$ cat config.mk
export PLATFORM = sky130hd
export DESIGN_NAME = hub_slot_arb_flat
export DESIGN_NICKNAME = d
export VERILOG_FILES = /design/src/rtl/hub_slot_arb_if.sv /design/src/rtl/hub_slot_arb.sv /design/src/flat_wrapper.sv
export SDC_FILE = /design/constraint.sdc
export NUM_CORES = 1
export LEC_CHECK = 0
export ABC_AREA = 1
export CORE_MARGIN = 10
export CORE_UTILIZATION = 51
export CTS_CLUSTER_DIAMETER = 60
export CTS_CLUSTER_SIZE = 20
export DETAILED_ROUTE_END_ITERATION = 10
export GPL_ROUTABILITY_DRIVEN = 0
export PLACE_DENSITY_LB_ADDON = 0.08
export REMOVE_ABC_BUFFERS = 1
export SYNTH_ARGS = -nofsm -noshare
export SYNTH_HDL_FRONTEND = slang
export SYNTH_SLANG_ARGS = --single-unit
export TNS_END_PERCENT = 5
$ cat constraint.sdc
create_clock -name clk_cog -period 4.5 [get_ports clk_cog]
set_input_delay 0.45 -clock clk_cog [delete_from_list [all_inputs] [get_ports clk_cog]]
set_output_delay 0.45 -clock clk_cog [all_outputs]
set_load 0.01 [all_outputs]
$ cat src/rtl/hub_slot_arb_if.sv
// Hub slot bus between the arbiter (master) and the cog array / hub (slave).
// The arbiter samples requests and drives the phase enable and slot grant.
interface hub_slot_arb_if #(
    parameter int IDLE_CNT_W = 16
);
    logic                  mode;
    logic [7:0]            cog_ena;
    logic [7:0]            bus_req;
    logic                  ena_bus;
    logic [7:0]            bus_sel;
    logic [2:0]            slot_cog;
    logic                  slot_valid;
    logic                  wrap;
    logic                  mode_act;
    logic [IDLE_CNT_W-1:0] idle_cnt;

    modport master (
        input  mode, cog_ena, bus_req,
        output ena_bus, bus_sel, slot_cog, slot_valid, wrap, mode_act, idle_cnt
    );

    modport slave (
        output mode, cog_ena, bus_req,
        input  ena_bus, bus_sel, slot_cog, slot_valid, wrap, mode_act, idle_cnt
    );
endinterface

$ cat src/rtl/hub_slot_arb.sv
// Hub slot arbiter: two-clock ena_bus phase plus one-hot bus_sel grant,
// either fixed P1 rotation (mode 0) or demand-driven round robin (mode 1).
module hub_slot_arb #(
    parameter int IDLE_CNT_W = 16
) (
    input  logic           clk_cog,
    input  logic           nres,
    hub_slot_arb_if.master hub
);
    logic                  ena_bus_reg;
    logic [7:0]            bus_sel_reg, bus_sel_next;
    logic [2:0]            ptr_reg, ptr_next;
    logic                  mode_act_reg, mode_act_next;
    logic                  wrap_reg, wrap_next;
    logic [IDLE_CNT_W-1:0] idle_cnt_reg, idle_cnt_next;

    logic [7:0] eligible;
    logic [7:0] eligible_rot;
    logic [2:0] search_base;
    logic [2:0] grant_off;
    logic [2:0] grant_idx;
    logic       grant_found;
    logic       mode_sync;
    logic [2:0] slot_cog;

    assign eligible = hub.bus_req & hub.cog_ena;

    // A mode-0 history means the demand search restarts just after cog 7.
    assign search_base = mode_act_reg ? ptr_reg : 3'd7;

    generate
        for (genvar gi = 0; gi < 8; gi++) begin : g_rot
            assign eligible_rot[gi] = eligible[search_base + 3'd1 + 3'(gi)];
        end
    endgenerate

    always_comb begin
        grant_off = 3'd0;
        for (int i = 7; i >= 0; i--) begin
            if (eligible_rot[i]) grant_off = 3'(i);
        end
    end

    assign grant_found = |eligible_rot;
    assign grant_idx   = search_base + 3'd1 + grant_off;

    // Mode changes only take effect at a slot boundary of the fixed rotation.
    assign mode_sync = (bus_sel_reg == 8'h00) || (bus_sel_reg == 8'h80);

    always_comb begin
        mode_act_next = mode_sync ? hub.mode : mode_act_reg;
        bus_sel_next  = 8'h00;
        ptr_next      = ptr_reg;
        wrap_next     = 1'b0;
        idle_cnt_next = idle_cnt_reg;
        if (!mode_act_next) begin
            bus_sel_next = {bus_sel_reg[6:0], ~|bus_sel_reg[6:0]};
            ptr_next     = 3'd7;
            wrap_next    = (bus_sel_next == 8'h01);
        end else if (grant_found) begin
            bus_sel_next = 8'h01 << grant_idx;
            ptr_next     = grant_idx;
        end else if (!(&idle_cnt_reg)) begin
            idle_cnt_next = idle_cnt_reg + IDLE_CNT_W'(1);
        end
    end

    always_ff @(posedge clk_cog or negedge nres) begin
        if (!nres) begin
            ena_bus_reg  <= 1'b0;
            bus_sel_reg  <= 8'h00;
            ptr_reg      <= 3'd7;
            mode_act_reg <= 1'b0;
            wrap_reg     <= 1'b0;
            idle_cnt_reg <= '0;
        end else begin
            ena_bus_reg <= !ena_bus_reg;
            if (ena_bus_reg) begin
                bus_sel_reg  <= bus_sel_next;
                ptr_reg      <= ptr_next;
                mode_act_reg <= mode_act_next;
                wrap_reg     <= wrap_next;
                idle_cnt_reg <= idle_cnt_next;
            end else begin
                wrap_reg <= 1'b0;
            end
        end
    end

    always_comb begin
        slot_cog = 3'd0;
        for (int i = 0; i < 8; i++) begin
            if (bus_sel_reg[i]) slot_cog = slot_cog | 3'(i);
        end
    end

    assign hub.ena_bus    = ena_bus_reg;
    assign hub.bus_sel    = bus_sel_reg;
    assign hub.slot_cog   = slot_cog;
    assign hub.slot_valid = |bus_sel_reg;
    assign hub.wrap       = wrap_reg;
    assign hub.mode_act   = mode_act_reg;
    assign hub.idle_cnt   = idle_cnt_reg;

    a_bus_sel_onehot0: assert property (@(posedge clk_cog) disable iff (!nres) $onehot0(bus_sel_reg));
endmodule

$ cat src/flat_wrapper.sv
// flat-port wrapper written by rule: the top's interface ports become plain ports
module hub_slot_arb_flat 
#(
    parameter int IDLE_CNT_W = 16
)
  (clk_cog, nres, hub_mode, hub_cog_ena, hub_bus_req, hub_ena_bus, hub_bus_sel, hub_slot_cog, hub_slot_valid, hub_wrap, hub_mode_act, hub_idle_cnt);
  hub_slot_arb_if #(.IDLE_CNT_W(IDLE_CNT_W)) hub_i ();
  input  logic clk_cog;
  input  logic nres;
  input wire logic [$bits(hub_i.mode)-1:0] hub_mode;
  input wire logic [$bits(hub_i.cog_ena)-1:0] hub_cog_ena;
  input wire logic [$bits(hub_i.bus_req)-1:0] hub_bus_req;
  output wire logic [$bits(hub_i.ena_bus)-1:0] hub_ena_bus;
  output wire logic [$bits(hub_i.bus_sel)-1:0] hub_bus_sel;
  output wire logic [$bits(hub_i.slot_cog)-1:0] hub_slot_cog;
  output wire logic [$bits(hub_i.slot_valid)-1:0] hub_slot_valid;
  output wire logic [$bits(hub_i.wrap)-1:0] hub_wrap;
  output wire logic [$bits(hub_i.mode_act)-1:0] hub_mode_act;
  output wire logic [$bits(hub_i.idle_cnt)-1:0] hub_idle_cnt;
  assign hub_i.mode = hub_mode;
  assign hub_i.cog_ena = hub_cog_ena;
  assign hub_i.bus_req = hub_bus_req;
  assign hub_ena_bus = hub_i.ena_bus;
  assign hub_bus_sel = hub_i.bus_sel;
  assign hub_slot_cog = hub_i.slot_cog;
  assign hub_slot_valid = hub_i.slot_valid;
  assign hub_wrap = hub_i.wrap;
  assign hub_mode_act = hub_i.mode_act;
  assign hub_idle_cnt = hub_i.idle_cnt;
  hub_slot_arb #(.IDLE_CNT_W(IDLE_CNT_W)) u_core (.clk_cog(clk_cog), .nres(nres), .hub(hub_i));
endmodule
==> results of run 1 <==
worst register-to-register path, cell delays in order, from the launching register on:
cell and delay [ns]:
dfrtp_1 0.46, inv_2 0.11, nor2_4 0.14, inv_2 0.08, ha_1 0.40, inv_1 0.19, nand3_1 0.10, nand2_1 0.08
nand2_1 0.07, nand2_1 0.09, nand2_1 0.06, nand2_1 0.05, nand2_1 0.05, nand2_1 0.06, nand2_1 0.04, nand2_1 0.08
nand3_2 0.14, fa_1 0.41, xor2_1 0.25, inv_1 0.09, nand2_1 0.08, nand2_1 0.07, nor2_1 0.20, nand4_1 0.14
a21oi_1 0.16
per-stage QoR:
stage	total power, uW	utilization [%]	instance area [um^2]	cells
floorplan	1297	-	2182	319
global placement	1644	67.12	2743	419
detailed placement	1666	67.12	2743	419
CTS	1901	69.35	2834	427
global route	2078	69.35	2834	427
finish	1901	69.35	2834	427
kinds of logic (layout without fill, tap and decap cells):
logic type | Yosys count | in the layout | synth area share, %
simple gates | 199 | 199 | 42.33
fa+ha+maj | 4 | 4 | 2.624
buf+inv | 45 | 100 | 7.701
flops | 30 | 30 | 34.40
xor+xnor | 14 | 14 | 5.591
compound gates | 30 | 30 | 7.359
power by group:
part / internal (uW) / switching, uW / total, uW
Sequential: 343 / 65.4 / 409
Clock: 123 / 106 / 230
Combinational: 477 / 786 / 1260
final cells by class:
| type | count | area share [%] |
|---|---|---|
| tap | 50 | 2.208 |
| clock inverter | 1 | 0.1766 |
| timing repair buffer | 50 | 17.57 |
| clock buffer | 7 | 3.046 |
| multi-input combinational | 247 | 44.81 |
| sequential | 30 | 26.62 |
| inverter | 42 | 5.563 |
per-layer routing:
metal  up-vias  track usage, %  wire, um
li1       1135               -         -
met1      1028           18.07      2286
met2        68           28.13      2994
met3         7           4.447       426
met4         0           4.192        51
met5         -               0         0
cell usage in the layout, fill, tap and decap left out, types with 8 or more instances in the layout:
cell type / n
xor2_1: 12
nor2_1: 29
dfrtp_1: 27
inv_1: 38
nand4_1: 8
nand2_1: 96
a21oi_1: 19
nand3_1: 38
nor3_1: 8
clkdlybuf4s50_1: 49
worst max path at each step:
stage | start | to | slack (ns) | cells past startpoint
5_1_grt | u_core.hub.mode_act | u_core.hub.bus_sel[1] | 0.45 | 24
3_5_place_dp | u_core.hub.mode_act | u_core.hub.bus_sel[1] | 0.91 | 24
3_3_place_gp | u_core.hub.mode_act | u_core.hub.bus_sel[1] | 1.08 | 24
6_report | u_core.hub.mode_act | u_core.hub.bus_sel[1] | 0.82 | 24
4_1_cts | u_core.hub.mode_act | u_core.hub.bus_sel[1] | 0.87 | 24
2_1_floorplan | u_core.hub.mode_act | u_core.hub.bus_sel[5] | 1.24 | 24
==> flow_metrics.tcl, run 1 <==
set metrics [dict create \
    hold_viol 0 \
    synthArstFlopShare_pct 100.0 \
    crit_top_cell "nand2_1" \
    r2r_start "u_core.hub.mode_act" \
    area_delta_synth_final_pct 29.21 \
    synth_commonest_cells "nand2_1 (96), inv_1 (38), nand3_1 (38)" \
    fp.dieArea_um2 7324 \
    r2r_end "u_core.hub.bus_sel[1]" \
    routed_via_density 5.241 \
    io_pins 50 \
    power_per_cell_area_nw_per_um2 670.7 \
    fin_nets 399 \
    worstSkewPairLatency_ns 0.28 \
    yosys_warnings 0 \
    largest_reg_flops 16 \
    rows 23 \
    antenna_found_initial 0 \
    fillCellCount 364 \
    portBuffers 49 \
    cts_hold_buf 0 \
    cp.required_ns 4.71 \
    num_antenna_cells 0 \
    first_iter_violations 160 \
    yosys_register_bits 30 \
    layout_setup_ws_ns 0.8166 \
    regArea_um2 754.5 \
    final.setup.tns_ns 0 \
    cts.sinks 30 \
    overflow 0 \
    r2r_setup_slack_ns 0.82 \
    cp.arrival_ns 3.89 \
    fmax_mhz 271.5 \
    worstHoldEndpoint "u_core.ptr_reg[1]" \
    slew_headroom_pct 70.27 \
    netlist_instances 322 \
    worst_hold_path.num_cells 2 \
    ant_nets 0 \
    grt_usage_pct 15.83 \
    cts_tree "yes" \
    min_period_over_period_pct 81.85 \
    synth-edff-count 0 \
    syn-cell-area_um2 2193 \
    multiInputGateArea_um2 1270 \
    synth_top_area_cell "dfrtp_1" \
    dp_hpwl_um 4476 \
    tightest_slew_ns 0.4460 \
    synth_most_common_cell "nand2_1" \
    drive_above_1_share_pct 8.223 \
    max_cap_violations 0 \
    synthTopCellsByArea "dfrtp_1 (31%), nand2_1 (16%), nand3_1 (8.7%), inv_1 (6.5%), nor2_1 (5.0%)" \
    status "complete, no violations" \
    vdd_drop_max_v 0.0003067 \
    period_needed_ns 3.683 \
    synth_top_area_share_pct 30.80 \
    die_h_um 85.58 \
    hold_path.class "register to register" \
    cp-start-kind "register" \
    finalSetupViolCount 0 \
    worstHoldStart "u_core.ptr_reg[1]" \
    cp-end-kind "register" \
    cts_resized 0 \
    synth_cell_types 29 \
    drt-pass1-iter-count 4 \
    timing_worst_setup_path_type "register to register" \
    p_leak_uw 0.001427 \
    yosysSeqAreaShare_pct 34.40 \
    cp_cell_sequence "inv_2, nor2_4, inv_2, ha_1, inv_1, nand3_1, nand2_1, nand2_1, nand2_1, nand2_1, nand2_1, nand2_1, nand2_1, nand2_1, nand2_1, nand3_2, fa_1, xor2_1, inv_1, nand2_1, nand2_1, nor2_1, nand4_1, a21oi_1" \
    coreArea_um2 4086 \
    grt_setup_unrepaired "false" \
    slowest_delay_ns 0.46 \
    initial_core_util_pct 53.67 \
    cp_slowest_cell "dfrtp_1" \
    numCtsBuffers 5 \
    syn_area_per_cell_um2 6.812 \
    synthFlopType "dfrtp_1" \
    grt_pass1_vias 2157 \
    clkTransAtPathRegs_ns 0.07 \
    reg2reg_depth 24 \
    post-place-ws_ns 0.9068 \
    clockRootBuffer "clkbuf_8" \
    drcViolationCount 0 \
    routed_wl_um 5759 \
    finalMaxSlewViolations 0 \
    post-cts-setup-buffers 0 \
    grt_pass1_wl_um 9742 \
    clock_skew_ns 0.006359 \
    critPathBufInv 4 \
    wl_per_cell_um 13.49 \
    num_vias 2238 \
    fp.dieW_um 85.58 \
    crit_family "simple AND/OR/NAND/NOR gates" \
    grt_max_degree 31 \
    htreeDepth 2 \
    fin_hold_ws_ns 0.4971 \
    clk_path_buf_depth 2 \
    crit_path_max_fanout 8 \
]
(Power assumes the default switching activity.)
==> run 2, diff against run 1 <==
clock period = 3.4 ns   (was 4.5 ns; I/O delays follow)
==> run 2 against run 1 <==
Effect of this change:
- total power increased by 39%
- non-clock buffer count increased by 7
- worst hold slack got worse by 0.040 ns
- via count increased by 1.5%
- critical path depth increased by 2
- flip-flop and latch count unchanged
- clock power increased by 14%
- sequential share of layout area decreased by 0.85 points
- utilization increased by 2.3 points
- combinational power increased by 47%
- register-to-register slack got worse by 0.57 ns
- sequential power increased by 30%
- largest power group unchanged
==> flow_metrics.tcl, run 2 (same netlist as run 1, synthesis figures left out) <==
set metrics [dict create \
    status "complete, no violations" \
    finalSetupViolCount 0 \
    max_cap_violations 0 \
    worstSkewPairLatency_ns 0.27 \
    ant_nets 0 \
    hold_viol 0 \
    slew_headroom_pct 68.66 \
    hold_path.class "input port to async pin" \
    cts_tree "yes" \
    routed_wl_um 5768 \
    r2r_end "u_core.hub.bus_sel[3]" \
    routed_via_density 5.247 \
    p_leak_uw 0.001455 \
    power_uw 2647 \
    stdcell_count 433 \
    fin_nets 406 \
    vdd_drop_max_v 0.0004448 \
    cp.required_ns 3.60 \
    cp-end-kind "register" \
    grt_pass1_wl_um 9770 \
    r2r_setup_slack_ns 0.25 \
    final_cell_mix "nand2_1 (94), clkdlybuf4s50_1 (49), nand3_1 (38)" \
    grt_usage_pct 15.86 \
    num_antenna_cells 0 \
    clockRootBuffer "clkbuf_8" \
    fp.dieArea_um2 7324 \
    grt_max_degree 31 \
    clkTransAtPathRegs_ns 0.06 \
    cp.arrival_ns 3.35 \
    reg2reg_depth 26 \
    initial_core_util_pct 53.67 \
    drt-pass1-iter-count 4 \
    clock_skew_ns 0.002253 \
    grt_pass1_vias 2158 \
    largest_reg_flops 16 \
    tightest_slew_ns 0.4700 \
    overflow 0 \
    htreeDepth 2 \
    timing_worst_setup_path_type "register to register" \
    portBuffers 49 \
    fillCellCount 331 \
    coreArea_um2 4086 \
    fp.dieW_um 85.58 \
    die_h_um 85.58 \
    cts_hold_buf 0 \
    dp_hpwl_um 4482 \
    num_vias 2272 \
    io_pins 50 \
    wl_per_cell_um 13.32 \
    antenna_found_initial 0 \
    numCtsBuffers 5 \
    rows 23 \
    r2r_start "u_core.hub.mode_act" \
    power_per_cell_area_nw_per_um2 904.1 \
    clk_path_buf_depth 2 \
    drcViolationCount 0 \
    cts.sinks 30 \
    min_period_over_period_pct 92.65 \
    period_needed_ns 3.150 \
    crit_path_max_fanout 6 \
    area_delta_synth_final_pct 33.49 \
    finalMaxSlewViolations 0 \
    drive_above_1_share_pct 12.01 \
    first_iter_violations 160 \
    final_common_cell "nand2_1" \
    placed_cells 423 \
    fmax_mhz 317.4 \
    cp-start-kind "register" \
]
-- run 2: cell count changes in the layout (fill, tap and decap cells not counted), moves of 2 or more --
cell,before,now
buf_4,1,8
ha_1,3,1
nand2_1,96,94
nor2_1,29,27
nor2_4,6,8
-- run 2: report_power, final --
| group | leakage (uW) | switching, uW | internal, uW |
|---|---|---|---|
| combinational | 0.00104 | 1120 | 730 |
| clock | 0.0000383 | 122 | 141 |
| sequential | 0.000380 | 75.8 | 455 |
-- run 2: layout make-up --
class                   count  area [um^2]  share of cell area (%)
inverters                  42        160.2                   5.470
flip-flops and latches     30        754.5                   25.77
repair buffers             57        550.5                   18.80
multi-input cells         247         1324                   45.21
well taps                  50        62.56                   2.137
clock buffers               7        76.32                   2.607
-- run 2: routing by layer --
metal  vias to the layer above  share of wire, %  track usage, %
met5                         -                 0               0
met3                         4               6.7           5.014
li1                       1149                 -               -
met1                      1052                42           18.52
met4                         0              0.83           3.743
met2                        67                51           27.45
-- run 2: stage by stage --
stage          cell area (um^2)  util, %  setup TNS [ns]  hold WS (ns)  worst slack (ns)
2_1_floorplan              2182        -               0       0.04441            0.1422
3_3_place_gp               2773    67.85               0        0.4888            0.2032
3_5_place_dp               2773    67.85               0        0.4878            0.1005
4_1_cts                    2849    69.72               0        0.4699           0.08346
5_1_grt                    2928    71.65         -0.1579        0.5001          -0.05233
6_report                   2928    71.65               0        0.4570            0.2498
-- run 2: timing repair --
action | in CTS | in global routing
endpoints found under the setup margin | 0 | 9
gates resized for setup | 0 | 15
buffers inserted | 0 | 3
-- run 2: worst max path at each step --
| stage | from | endpoint | slack [ns] | depth (start not counted) |
|---|---|---|---|---|
| final | u_core.hub.mode_act | u_core.hub.bus_sel[3] | 0.25 | 26 |
| after global routing | u_core.hub.mode_act | u_core.hub.bus_sel[0] | -0.05 | 26 |
| after CTS | u_core.hub.mode_act | u_core.hub.bus_sel[3] | 0.08 | 24 |
| after detailed placement | u_core.hub.mode_act | u_core.hub.bus_sel[3] | 0.10 | 24 |
| after global placement | u_core.ptr_reg[1] | u_core.hub.bus_sel[3] | 0.20 | 24 |
| after floorplan | u_core.hub.mode_act | u_core.hub.bus_sel[5] | 0.14 | 24 |
-- run 2: worst max-delay path, cell delays in order, from the launching register on --
cell and delay, ns:
dfrtp_1 0.37, inv_2 0.08, nor2_4 0.17, inv_4 0.07, ha_2 0.18, inv_1 0.08, nand3_1 0.10, nand2_2 0.11
nand2_2 0.09, nand2_4 0.08, clkinv_1 0.08, nand2_1 0.06, nand2_1 0.06, nand2_1 0.06, nand2_1 0.04, nand2_1 0.05
nand2_1 0.04, nand2_1 0.08, nand3_2 0.09, fa_2 0.37, xor2_2 0.17, inv_1 0.08, nand2_1 0.07, nand2_1 0.09
nor2_4 0.15, nand4_1 0.11, a21oi_1 0.13
==> run 3, diff against run 2 <==
CORE_UTILIZATION = 55   (was 51)
DONT_BUFFER_PORTS = 1   (was unset)
MAX_ROUTING_LAYER = met4   (was unset)
PLACE_DENSITY = 0.71   (was unset)
PLACE_DENSITY_LB_ADDON = unset   (was 0.08)
==> run 3 against run 2 <==
Effect of this change:
- via count is 6.8% lower
- largest cell class unchanged
- flip-flop and latch count stayed put
- sequential power is 7.0% higher
- cell count is 11% lower
- worst hold slack better by 0.024 ns
- sequential share of layout area is 4.5 points higher
- first-iteration DRC count is 0.63% lower
- die area is 5.6% lower
- clock skew is 0.0091 ns higher
- wire length is 4.4% lower
- critical endpoint is now u_core.hub.bus_sel[2]
==> flow_metrics.tcl, run 3 (same netlist as run 1, synthesis figures left out) <==
set metrics [dict create \
    status "complete, no violations" \
    area_delta_synth_final_pct 13.46 \
    portBuffers 0 \
    grt_max_degree 31 \
    hold_path.class "input port to async pin" \
    routed_wl_um 5514 \
    die_h_um 83.15 \
    first_iter_violations 159 \
    min_period_over_period_pct 91.87 \
    final_cell_mix "nand2_1 (94), inv_1 (37), nand3_1 (37)" \
    antenna_found_initial 0 \
    final_common_cell "nand2_1" \
    routed_via_density 5.499 \
    cp-end-kind "register" \
    num_vias 2117 \
    num_antenna_cells 0 \
    cp-start-kind "register" \
    p_leak_uw 0.001296 \
    worstSkewPairLatency_ns 0.29 \
    finalMaxSlewViolations 0 \
    reg2reg_depth 26 \
    fin_nets 359 \
    largest_reg_flops 16 \
    drive_above_1_share_pct 14.84 \
    cts_tree "yes" \
    clkTransAtPathRegs_ns 0.07 \
    drcViolationCount 0 \
    vdd_drop_max_v 0.0004121 \
    clockRootBuffer "clkbuf_8" \
    wl_per_cell_um 14.32 \
    endpoint "u_core.hub.bus_sel[2]" \
    clk_path_buf_depth 2 \
    r2r_setup_slack_ns 0.28 \
    slew_headroom_pct 68.83 \
    crit_path_max_fanout 7 \
    max_cap_violations 0 \
    drt-met1-wl_um 2433 \
    clock_skew_ns 0.01135 \
    cp.required_ns 3.60 \
    overflow 0 \
    coreArea_um2 3771 \
    final.setup.tns_ns 0 \
    htreeDepth 2 \
    io_pins 50 \
    stdcell_count 385 \
    finalSetupViolCount 0 \
    grt_pass1_vias 1958 \
    grt_pass1_wl_um 9149 \
    rows 22 \
    dp_hpwl_um 4249 \
    cts.sinks 30 \
    grt_usage_pct 15.78 \
    wl_met3_um 577 \
    fmax_mhz 320.1 \
    initial_core_util_pct 58.16 \
    tightest_slew_ns 0.4675 \
    timing_worst_setup_path_type "register to register" \
    ant_nets 0 \
    drt-pass1-iter-count 5 \
    placed_cells 372 \
    top_layer_used "met4" \
    regArea_um2 754.5 \
    cp.arrival_ns 3.33 \
    multiInputGateArea_um2 1329 \
    fillCellCount 339 \
    startpoint "u_core.hub.mode_act" \
    hold_viol 0 \
    met2_length_um 2442 \
    r2r_start "u_core.hub.mode_act" \
    period_needed_ns 3.124 \
    r2r_end "u_core.hub.bus_sel[2]" \
    fp.dieArea_um2 6914 \
    fp.dieW_um 83.15 \
    power_per_cell_area_nw_per_um2 1004 \
    numCtsBuffers 5 \
]
-- run 3: timing repair --
action,CTS,global route
hold endpoints to repair,30,0
buffers inserted,0,3
setup endpoints to repair,0,9
hold buffers,2,0
gates resized for setup,0,16
-- run 3: stage by stage --
step	hold WS [ns]	setup WS (ns)	total power, uW	util (%)	cell area, um^2
floorplan	0.04441	0.1422	1716	-	2182
global placement	0.04548	0.1990	2006	60.45	2280
detailed placement	0.04541	0.1140	2027	60.45	2280
CTS	0.4839	0.09201	2337	63.67	2401
global route	0.4903	-0.03133	2770	65.99	2489
finish	0.4812	0.2764	2499	65.99	2489
-- run 3: worst min-delay path by stage --
stage                                  to  slack (ns)
floorplan           u_core.hub.bus_sel[0]        0.04
global placement    u_core.hub.bus_sel[5]        0.05
detailed placement  u_core.hub.bus_sel[7]        0.05
CTS                 u_core.hub.bus_sel[7]        0.48
global route        u_core.hub.bus_sel[7]        0.49
finish              u_core.hub.bus_sel[7]        0.48
-- run 3: area by class of cell --
type,instances,area share (%)
Multi-Input combinational cell,247,53.39
Sequential cell,30,30.32
Inverter,42,6.435
Timing Repair Buffer,10,3.771
Clock buffer,7,3.469
Tap cell,48,2.413
Clock inverter,1,0.2011
-- run 3: layer usage --
| layer | track usage (%) | vias up |
|---|---|---|
| met5 | - | - |
| met4 | 3.692 | 0 |
| met3 | 6.055 | 11 |
| met2 | 23.25 | 91 |
| met1 | 19.86 | 954 |
| li1 | - | 1061 |
-- run 3: critical path, cell delays in order, from the launching register on --
cell,delay [ns]
dfrtp_1,0.35
inv_2,0.08
nor2_4,0.18
inv_4,0.08
ha_2,0.20
inv_1,0.08
nand2_2,0.08
nand2_4,0.12
nand2_4,0.07
nand2_4,0.08
clkinv_1,0.07
nand2_1,0.05
nand2_1,0.06
nand2_1,0.07
nand2_1,0.04
nand2_1,0.05
nand2_1,0.05
nand2_1,0.08
nand3_2,0.08
fa_2,0.36
xor2_2,0.16
buf_4,0.13
nand3_1,0.08
nand2_1,0.10
nor2_4,0.12
nand3_1,0.09
a21oi_1,0.13
-- run 3: report_power, final --
part,leakage [uW],internal [uW],switching [uW]
clock network,0.0000482,163,129
logic,0.000868,568,1070
registers,0.000380,454,113
total,0.00130,1180,1310
